==> config.mk <==
export PLATFORM = sky130hd
export DESIGN_NAME = cdr_chip_slicer_flat
export DESIGN_NICKNAME = d
export VERILOG_FILES = /design/src/rtl/cdr_chip_slicer_if.sv /design/src/rtl/cdr_chip_slicer.sv /design/src/flat_wrapper.sv
export SDC_FILE = /design/constraint.sdc
export NUM_CORES = 1
export LEC_CHECK = 0
export BUFFER_PORTS_ARGS = -buffer_cell sky130_fd_sc_hd__buf_2
export CAP_MARGIN = 20
export CELL_PAD_IN_SITES_DETAIL_PLACEMENT = 0
export CELL_PAD_IN_SITES_GLOBAL_PLACEMENT = 1
export CORE_UTILIZATION = 34
export DETAILED_ROUTE_END_ITERATION = 10
export MAX_ROUTING_LAYER = met4
export PLACE_DENSITY = 0.61
export SETUP_SLACK_MARGIN = 0.4
export SLEW_MARGIN = 15
export SYNTH_ARGS = -nofsm -noshare
export SYNTH_HDL_FRONTEND = slang
export SYNTH_SLANG_ARGS = --single-unit
==> constraint.sdc <==
create_clock -name clk -period 3.3 [get_ports clk]
set_input_delay 0.33 -clock clk [delete_from_list [all_inputs] [get_ports clk]]
set_output_delay 0.33 -clock clk [all_outputs]
set_load 0.01 [all_outputs]
==> src/rtl/cdr_chip_slicer_if.sv <==
// ============================================================================
//  Module   : cdr_chip_slicer_if
//  Purpose  : Bundles the control, soft-sample and chip/word result signals
//             of the CDR chip slicer.
//  Signals  : enable, smp_valid, sample, en_dec, realign   (toward slicer)
//             chip, chip_valid, word, word_valid, sat      (from slicer)
//  Modports : master - drives samples/control, observes results
//             slave  - the slicer itself
//  Revision : 1.0 - initial release
// ============================================================================
`default_nettype none

interface cdr_chip_slicer_if #(
    parameter int DATA_W = 8,
    parameter int CHIPS  = 32
);
    logic                     enable;
    logic                     smp_valid;
    logic signed [DATA_W-1:0] sample;
    logic                     en_dec;
    logic                     realign;
    logic                     chip;
    logic                     chip_valid;
    logic [CHIPS-1:0]         word;
    logic                     word_valid;
    logic                     sat;

    modport master (
        output enable, smp_valid, sample, en_dec, realign,
        input  chip, chip_valid, word, word_valid, sat
    );

    modport slave (
        input  enable, smp_valid, sample, en_dec, realign,
        output chip, chip_valid, word, word_valid, sat
    );
endinterface

`default_nettype wire

==> src/rtl/cdr_chip_slicer.sv <==
// ============================================================================
//  Module   : cdr_chip_slicer
//  Purpose  : Integrate-and-dump of soft demodulator samples over each chip
//             period, hard slicing on every CDR decision strobe, and packing
//             of the chips into CHIPS-wide words for the despreader.
//             The first (partial) window after start-up or realign is
//             discarded; the accumulator saturates instead of wrapping.
//  Ports    : clk  - system clock
//             rst  - asynchronous active-high reset
//             bus  - cdr_chip_slicer_if.slave (samples, strobes, results)
//  Revision : 1.0 - initial release
// ============================================================================
`default_nettype none

module cdr_chip_slicer #(
    parameter int DATA_W = 8,
    parameter int ACC_W  = 14,
    parameter int CHIPS  = 32
) (
    input  wire logic        clk,
    input  wire logic        rst,
    cdr_chip_slicer_if.slave bus
);

    localparam int CNT_W = (CHIPS > 1) ? $clog2(CHIPS) : 1;
    localparam logic [CNT_W-1:0] c_LAST = CNT_W'(CHIPS - 1);

    // Clamp limits expressed one bit wider than the accumulator so the raw
    // sum can be compared without overflow.
    localparam logic signed [ACC_W:0] c_MAX = {2'b00, {(ACC_W-1){1'b1}}};
    localparam logic signed [ACC_W:0] c_MIN = {2'b11, {(ACC_W-1){1'b0}}};

    typedef enum logic [1:0] {
        S_IDLE = 2'd0,
        S_ARM  = 2'd1,
        S_RUN  = 2'd2
    } state_t;

    state_t                    r_state;
    logic signed [ACC_W-1:0]   r_acc;
    logic [CNT_W-1:0]          r_cnt;
    logic [CHIPS-1:0]          r_shift;
    logic                      r_chip;
    logic                      r_chip_valid;
    logic [CHIPS-1:0]          r_word;
    logic                      r_word_valid;
    logic                      r_sat;

    logic signed [ACC_W:0]     w_smp_ext;
    logic signed [ACC_W:0]     w_sum_wide;
    logic signed [ACC_W-1:0]   w_sum;
    logic                      w_clip;
    logic                      w_bit;
    logic [CHIPS-1:0]          w_shift_next;

    // Samples only contribute when flagged valid; the strobe-cycle sample
    // is part of the window being dumped.
    assign w_smp_ext  = bus.smp_valid
                      ? {{(ACC_W+1-DATA_W){bus.sample[DATA_W-1]}}, bus.sample}
                      : '0;
    assign w_sum_wide = {r_acc[ACC_W-1], r_acc} + w_smp_ext;

    always_comb begin
        w_sum  = w_sum_wide[ACC_W-1:0];
        w_clip = 1'b0;
        if (w_sum_wide > c_MAX) begin
            w_sum  = c_MAX[ACC_W-1:0];
            w_clip = 1'b1;
        end else if (w_sum_wide < c_MIN) begin
            w_sum  = c_MIN[ACC_W-1:0];
            w_clip = 1'b1;
        end
    end

    // Strictly positive slices to 1; zero slices to 0.
    assign w_bit        = ~w_sum[ACC_W-1] & (|w_sum);
    assign w_shift_next = {r_shift[CHIPS-2:0], w_bit};

    always_ff @(posedge clk or posedge rst) begin
        if (rst) begin
            r_state      <= S_IDLE;
            r_acc        <= '0;
            r_cnt        <= '0;
            r_shift      <= '0;
            r_chip       <= 1'b0;
            r_chip_valid <= 1'b0;
            r_word       <= '0;
            r_word_valid <= 1'b0;
            r_sat        <= 1'b0;
        end else begin
            r_chip_valid <= 1'b0;
            r_word_valid <= 1'b0;
            if (!bus.enable) begin
                // Disable overrides everything: partial word is dropped.
                r_state <= S_IDLE;
                r_acc   <= '0;
                r_cnt   <= '0;
                r_shift <= '0;
                r_sat   <= 1'b0;
            end else begin
                case (r_state)
                    S_IDLE: begin
                        r_state <= S_ARM;
                    end
                    S_ARM, S_RUN: begin
                        if (bus.realign) begin
                            // Realign wins over a coincident strobe.
                            r_state <= S_ARM;
                            r_acc   <= '0;
                            r_cnt   <= '0;
                            r_shift <= '0;
                            r_sat   <= 1'b0;
                        end else begin
                            if (w_clip) begin
                                r_sat <= 1'b1;
                            end
                            if (bus.en_dec) begin
                                r_acc <= '0;
                                if (r_state == S_ARM) begin
                                    // Window began mid-chip: discard it.
                                    r_state <= S_RUN;
                                end else begin
                                    r_chip       <= w_bit;
                                    r_chip_valid <= 1'b1;
                                    r_shift      <= w_shift_next;
                                    if (r_cnt == c_LAST) begin
                                        r_cnt        <= '0;
                                        r_word       <= w_shift_next;
                                        r_word_valid <= 1'b1;
                                    end else begin
                                        r_cnt <= r_cnt + 1'b1;
                                    end
                                end
                            end else begin
                                r_acc <= w_sum;
                            end
                        end
                    end
                    default: begin
                        r_state <= S_IDLE;
                    end
                endcase
            end
        end
    end

    assign bus.chip       = r_chip;
    assign bus.chip_valid = r_chip_valid;
    assign bus.word       = r_word;
    assign bus.word_valid = r_word_valid;
    assign bus.sat        = r_sat;

endmodule

`default_nettype wire
==> src/flat_wrapper.sv <==
// flat-port wrapper written by rule: the top's interface ports become plain ports
module cdr_chip_slicer_flat 
#(
    parameter int DATA_W = 8,
    parameter int ACC_W  = 14,
    parameter int CHIPS  = 32
)
  (clk, rst, bus_enable, bus_smp_valid, bus_sample, bus_en_dec, bus_realign, bus_chip, bus_chip_valid, bus_word, bus_word_valid, bus_sat);
  cdr_chip_slicer_if #(.DATA_W(DATA_W), .CHIPS(CHIPS)) bus_i ();
  input  wire logic clk;
  input  wire logic rst;
  input wire logic [$bits(bus_i.enable)-1:0] bus_enable;
  input wire logic [$bits(bus_i.smp_valid)-1:0] bus_smp_valid;
  input wire logic [$bits(bus_i.sample)-1:0] bus_sample;
  input wire logic [$bits(bus_i.en_dec)-1:0] bus_en_dec;
  input wire logic [$bits(bus_i.realign)-1:0] bus_realign;
  output wire logic [$bits(bus_i.chip)-1:0] bus_chip;
  output wire logic [$bits(bus_i.chip_valid)-1:0] bus_chip_valid;
  output wire logic [$bits(bus_i.word)-1:0] bus_word;
  output wire logic [$bits(bus_i.word_valid)-1:0] bus_word_valid;
  output wire logic [$bits(bus_i.sat)-1:0] bus_sat;
  assign bus_i.enable = bus_enable;
  assign bus_i.smp_valid = bus_smp_valid;
  assign bus_i.sample = bus_sample;
  assign bus_i.en_dec = bus_en_dec;
  assign bus_i.realign = bus_realign;
  assign bus_chip = bus_i.chip;
  assign bus_chip_valid = bus_i.chip_valid;
  assign bus_word = bus_i.word;
  assign bus_word_valid = bus_i.word_valid;
  assign bus_sat = bus_i.sat;
  cdr_chip_slicer #(.DATA_W(DATA_W), .ACC_W(ACC_W), .CHIPS(CHIPS)) u_core (.clk(clk), .rst(rst), .bus(bus_i));
endmodule
==> flow_summary.ini, run 1 <==
[cells_and_area]
post-route-util_pct = 43.68
area_delta_synth_final_pct = 24.40
drive_gt1_share_pct = 32.07
final_common_cell = dfrtp_1
multiInputGateArea_um2 = 2019
num_antenna_cells = 0
final_cell_mix = dfrtp_1 (88), buf_2 (49), a22o_1 (34), nand2_1 (33), mux2_2 (32)
nets = 474
seq_area_um2 = 2202
fill_cells = 1172

[place]
pre_cts_ws_ns = -0.1096
place.gp.congestion = 0.8559
io_buffers = 49
hpwl_um = 6471

[floorplanning]
core_um2 = 12060
die_y_um = 113.6
pin_count = 50
die_x_um = 113.6
initial_utilization_pct = 35.11
dieArea_um2 = 12910
rows = 40

[sta]
finClkSkew_ns = 0.01103
fin_setup_tns_ns = 0
period_share_pct = 97.13
setup_viol = 0
hold_ws_ns = 0.004656
rsz0062_at_grt = yes
setup_slack_ns = 0.09457
hold_viol_final = 0
tightestPinTransition_ns = 0.9561
fin_crit_ns = 3.205
slew_headroom_pct = 36.26
clock.fmax_mhz = 312.0
slew_viol_final = 0

[clocking]
cts_tree = yes
htreeDepth = 3
cts_buffers = 9
clock_path_buffers = 2
clock_sinks = 88
cts_root_buf = clkbuf_16
hold_buffers = 0
insertion_delay_ns = 0.34
cts.reportedPaths.clkPinSlew_ns = 0.07

[yosys]
synth.top_cell.area_share_pct = 51.99
synth_area_leaders = dfrtp_1 (52%), mux2_2 (8.5%), a22o_1 (7.0%), ha_1 (4.4%), nand2_1 (2.9%)
synth_area_um2 = 4235
yosysWarnings = 0
synth_top_area_cell = dfrtp_1
synth_cell_types = 52
seq_area_frac_synth_pct = 51.99
synth_fp_nets = 405
syn_inst = 375
ys_ff_latch = 88
async_flop_share_pct = 100.0
syn_avg_cell_area_um2 = 11.29
synthFlopType = dfrtp_1
synth-edff-count = 0

[drt]
wl_per_cell_um = 14.83
dr.pass1.iters = 4
drc = 0
drtIter0Drc = 177
via_count = 3105
wl_um = 9152
ant_nets = 0
viasPerCell = 5.032

[run_status]
outcome = completed

[worst_setup_path]
cp_slowest_stage_delay_ns = 0.50
worstSetupEndpointType = register
arrival_ns = 3.41
required_ns = 3.50
cp_num_buf_inv = 0
worstSetupPathDepth = 10
critPathKind = reg2reg
worstSetupStartpointType = register
crit_family = simple AND/OR/NAND/NOR gates
reg2reg_depth = 10
worst-path-max-fanout = 3
critPathSlowestCell = or4b_4
crit_path_cell_trace = ha_4 > fa_2 > a21o_1 > a21oi_2 > xnor2_1 > or4_1 > or4_4 > or4b_4 > nor4b_4 > o22ai_1

[grt]
grtUsageTotal_pct = 15.89
overflow = 0
antenna_found_initial = 0
grt_pass1_vias = 3088
grt_pass1_wl_um = 15510
grt_max_degree = 58

[worst_hold_path]
worstHoldPathType = in2async

[power]
vdd_ir_drop_max_v = 0.0002818
power_mw = 2.445
pwr_density_cell_nw_per_um2 = 464.0
p_leak_nw = 2.639

[run]
max_cap_violations = 0
[synth_stat cells, types with 7 or more instances]
library cell / instances
nand3_1: 11
o21ai_1: 7
and2_1: 10
xnor2_1: 10
ha_1: 15
mux2_2: 32
nor2_1: 9
a21oi_1: 14
inv_1: 7
o21ai_0: 13
clkbuf_1: 12
a22o_1: 34
buf_1: 7
nand2_1: 33
dfrtp_1: 88
[metal layers]
layer | vias to the layer above | GRT usage, % | part of all wire (%)
li1 | 1519 | - | -
met1 | 1509 | 21.25 | 50
met2 | 67 | 24.27 | 45
met3 | 10 | 3.401 | 3.3
met4 | 0 | 4.737 | 1.2
met5 | - | - | 0
[layout make-up]
cell class / instances / area share (%)
Tap cell: 168 / 3.990
Inverter: 8 / 0.5937
Clock inverter: 6 / 1.425
Sequential cell: 88 / 41.80
Clock buffer: 10 / 4.536
Timing Repair Buffer: 77 / 9.333
Multi-Input combinational cell: 260 / 38.33
[path summary, 6_finish.rpt]
path	startpoint	end	slack, ns
setup reg to reg	u_core.r_acc[0]	u_core.bus.chip	0.09
setup / recovery	u_core.r_acc[0]	u_core.bus.chip	0.09
max in group asynchronous	rst	u_core.r_acc[2]	2.52
hold reg to reg	u_core.bus.word[0]	u_core.bus.word[0]	0.49
min in group clk	bus_en_dec	u_core.r_state[1]	0.28
hold / removal	rst	u_core.bus.word[28]	0.005
[cell families after synthesis]
kind of cell / Yosys count / share of synthesized area [%]
fa+ha+maj: 17 / 5.140
xor+xnor: 14 / 2.895
buf+inv: 27 / 2.393
flops: 88 / 51.99
simple gates: 97 / 11.96
compound gates: 97 / 16.40
mux: 35 / 9.217
[registers in the layout (all words and copies together), names as in the netlist]
| signal | cells |
|---|---|
| u_core.bus.chip | 1 |
| u_core.bus.chip_valid | 1 |
| u_core.bus.sat | 1 |
| u_core.bus.word | 32 |
| u_core.bus.word_valid | 1 |
| u_core.r_acc | 14 |
| u_core.r_cnt | 5 |
| u_core.r_shift | 31 |
| u_core.r_state | 2 |
[report_power, final]
| group | switching (mW) | leakage, nW | internal, mW |
|---|---|---|---|
| registers | 0.0183 | 1.22 | 1.10 |
| logic | 0.162 | 1.26 | 0.110 |
| clock network | 0.439 | 0.151 | 0.618 |
[through the flow]
step	instance area, um^2	cells
after floorplan	4253	375
after global placement	4816	595
after detailed placement	4816	595
after CTS	5177	614
after global routing	5269	617
final	5269	617
[repair_timing]
action,4_1_cts,5_1_grt
gates resized for setup,4,11
buffers inserted,3,2
cloned,0,0
pin swaps,3,1
endpoints found under the setup margin,5,16
(Power assumes the default switching activity.)
==> run 2: changes to the inputs <==
--- a/config.mk
+++ b/config.mk
@@ -9,10 +9,12 @@
 export CAP_MARGIN = 20
 export CELL_PAD_IN_SITES_DETAIL_PLACEMENT = 0
 export CELL_PAD_IN_SITES_GLOBAL_PLACEMENT = 1
+export CORE_ASPECT_RATIO = 0.75
 export CORE_UTILIZATION = 34
 export DETAILED_ROUTE_END_ITERATION = 10
 export MAX_ROUTING_LAYER = met4
 export PLACE_DENSITY = 0.61
+export RECOVER_POWER = 50
 export SETUP_SLACK_MARGIN = 0.4
 export SLEW_MARGIN = 15
 export SYNTH_ARGS = -nofsm -noshare
==> run 2 against run 1 <==
- the flow now finishes with violations (capacitance limit, slew limit)
- clock skew is 0.0034 ns lower
- worst hold slack better by 0.29 ns
- via count is 1.6% higher
- largest cell class unchanged
==> flow_summary.ini, run 2 (synthesis gave the netlist of run 1 again) <==
[clocking]
cts_buffers = 9
clock_path_buffers = 2
cts_tree = yes
hold_buffers = 0
cts_root_buf = clkbuf_16
cts.reportedPaths.clkPinSlew_ns = 0.06
htreeDepth = 3
insertion_delay_ns = 0.34
clock_sinks = 88

[floorplanning]
rows = 34
die_y_um = 98.66
core_um2 = 11870
initial_utilization_pct = 35.68
dieArea_um2 = 12910
die_x_um = 130.9
pin_count = 50

[cells_and_area]
area_delta_synth_final_pct = 22.69
multiInputGateArea_um2 = 2006
fill_cells = 1163
largest_reg_flops = 32
post-route-util_pct = 43.78
final_cell_mix = dfrtp_1 (88), a22o_1 (34), nand2_1 (33), mux2_2 (32), buf_2 (32)
num_antenna_cells = 0
fin_area_um2 = 5196
nets = 473
final_common_cell = dfrtp_1
seq_area_um2 = 2202
drive_gt1_share_pct = 28.13

[sta]
tightestPinTransition_ns = 2.104
fin_crit_ns = 3.277
rsz0062_at_grt = yes
finClkSkew_ns = 0.007609
clock.fmax_mhz = 305.2
slew_headroom_pct = -41.01
hold_viol_final = 0
setup_slack_ns = 0.02313
setup_viol = 0
period_share_pct = 99.30
hold_ws_ns = 0.2909
slew_viol_final = 50

[power]
internal-power_mw = 1.872
vdd_ir_drop_max_v = 0.0002397
power_frac_clock_pct = 44.5
power_mw = 2.494
pwr-share-seq_pct = 44.8
p_leak_nw = 2.548
p_sw_mw = 0.6228
switching_share_pct = 24.97
pwr_density_cell_nw_per_um2 = 480.0
p_comb_share_pct = 10.7

[worst_setup_path]
arrival_ns = 3.48
critPathSlowestCell = or4b_4
worst-path-max-fanout = 3
worstSetupStartpointType = register
worstSetupEndpointType = register
crit_family = simple AND/OR/NAND/NOR gates
critPathKind = reg2reg
cp_slowest_stage_delay_ns = 0.50
cp_num_buf_inv = 0
required_ns = 3.51
crit_path_cell_trace = ha_4 > fa_2 > a21o_1 > a21oi_2 > xnor2_1 > or4_1 > or4_4 > or4b_4 > nor4b_4 > o22ai_1

[grt]
overflow = 0
met3_usage_pct = 3.909
busiest_layer = met1
grt_use_met2_pct = 23.20
grtUsageTotal_pct = 17.02
grt_max_degree = 50
grt_util_met1_pct = 24.69
grt_pass1_wl_um = 16150
antenna_found_initial = 0
grt_pass1_vias = 3088

[drt]
via_count = 3156
wl_per_cell_um = 15.73
dr.pass1.iters = 4
drtIter0Drc = 160
ant_nets = 0
drc = 0
viasPerCell = 5.174
wl_um = 9596

[run_status]
outcome = complete, but fails checks
violations = capacitance limit, slew limit

[place]
io_buffers = 49
dpl-instance-area_um2 = 4831
pre_cts_ws_ns = -0.2244
hpwl_um = 6764
place.gp.congestion = 0.7706

[worst_hold_path]
worstHoldPathType = in2reg

[run]
max_cap_violations = 1
run 2: timing repair:
action | CTS | global route
gates resized for setup | 3 | 9
pin swaps | 4 | 6
setup endpoints to repair | 4 | 15
gates cloned | 0 | 0
buffers inserted | 0 | 2
run 2: cell type report:
class	count	area share (%)
Clock inverter	7	1.950
Clock buffer	9	4.334
Multi-Input combinational cell	260	38.60
Timing Repair Buffer	76	8.235
Sequential cell	88	42.38
Tap cell	162	3.901
Inverter	8	0.6020
run 2: path summary, 6_finish.rpt:
| kind | start | to | slack [ns] | depth (start not counted) |
|---|---|---|---|---|
| min in group asynchronous | rst | u_core.bus.word[11] | 0.52 | 2 |
| max | u_core.r_acc[0] | u_core.bus.chip | 0.02 | 10 |
| min | bus_en_dec | u_core.r_state[1] | 0.29 | 3 |
| min reg2reg | u_core.r_cnt[3] | u_core.r_cnt[3] | 0.48 | 1 |
| max reg2reg | u_core.r_acc[0] | u_core.bus.chip | 0.02 | 10 |
| max in group asynchronous | rst | u_core.r_cnt[4] | 1.00 | 3 |
run 2: power by group through the flow:
stage | clock network [mW] | registers (mW) | logic, mW
finish | 1.11 | 1.12 | 0.267
global route | 1.18 | 1.12 | 0.303
CTS | 1.14 | 1.12 | 0.264
detailed placement | 0 | 1.14 | 0.258
global placement | 0 | 1.14 | 0.259
floorplan | 0 | 1.13 | 0.166
run 2: layer usage:
metal	vias up	part of all wire, %
li1	1520	-
met1	1560	52
met2	69	42
met3	7	4.3
met4	0	0.83
met5	-	0
run 2: worst register-to-register path, stage by stage (launching register included):
cell     delay [ns]
dfrtp_1        0.41
ha_4           0.18
fa_2           0.35
a21o_1         0.20
a21oi_2        0.15
xnor2_1        0.09
or4_1          0.42
or4_4          0.44
or4b_4         0.50
nor4b_4        0.30
o22ai_1        0.11
run 2: through the flow:
| stage | setup TNS, ns | cells |
|---|---|---|
| 2_1_floorplan | 0 | 375 |
| 3_3_place_gp | -0.2927 | 592 |
| 3_5_place_dp | -0.6602 | 592 |
| 4_1_cts | -0.01440 | 608 |
| 5_1_grt | -0.2405 | 610 |
| 6_report | 0 | 610 |
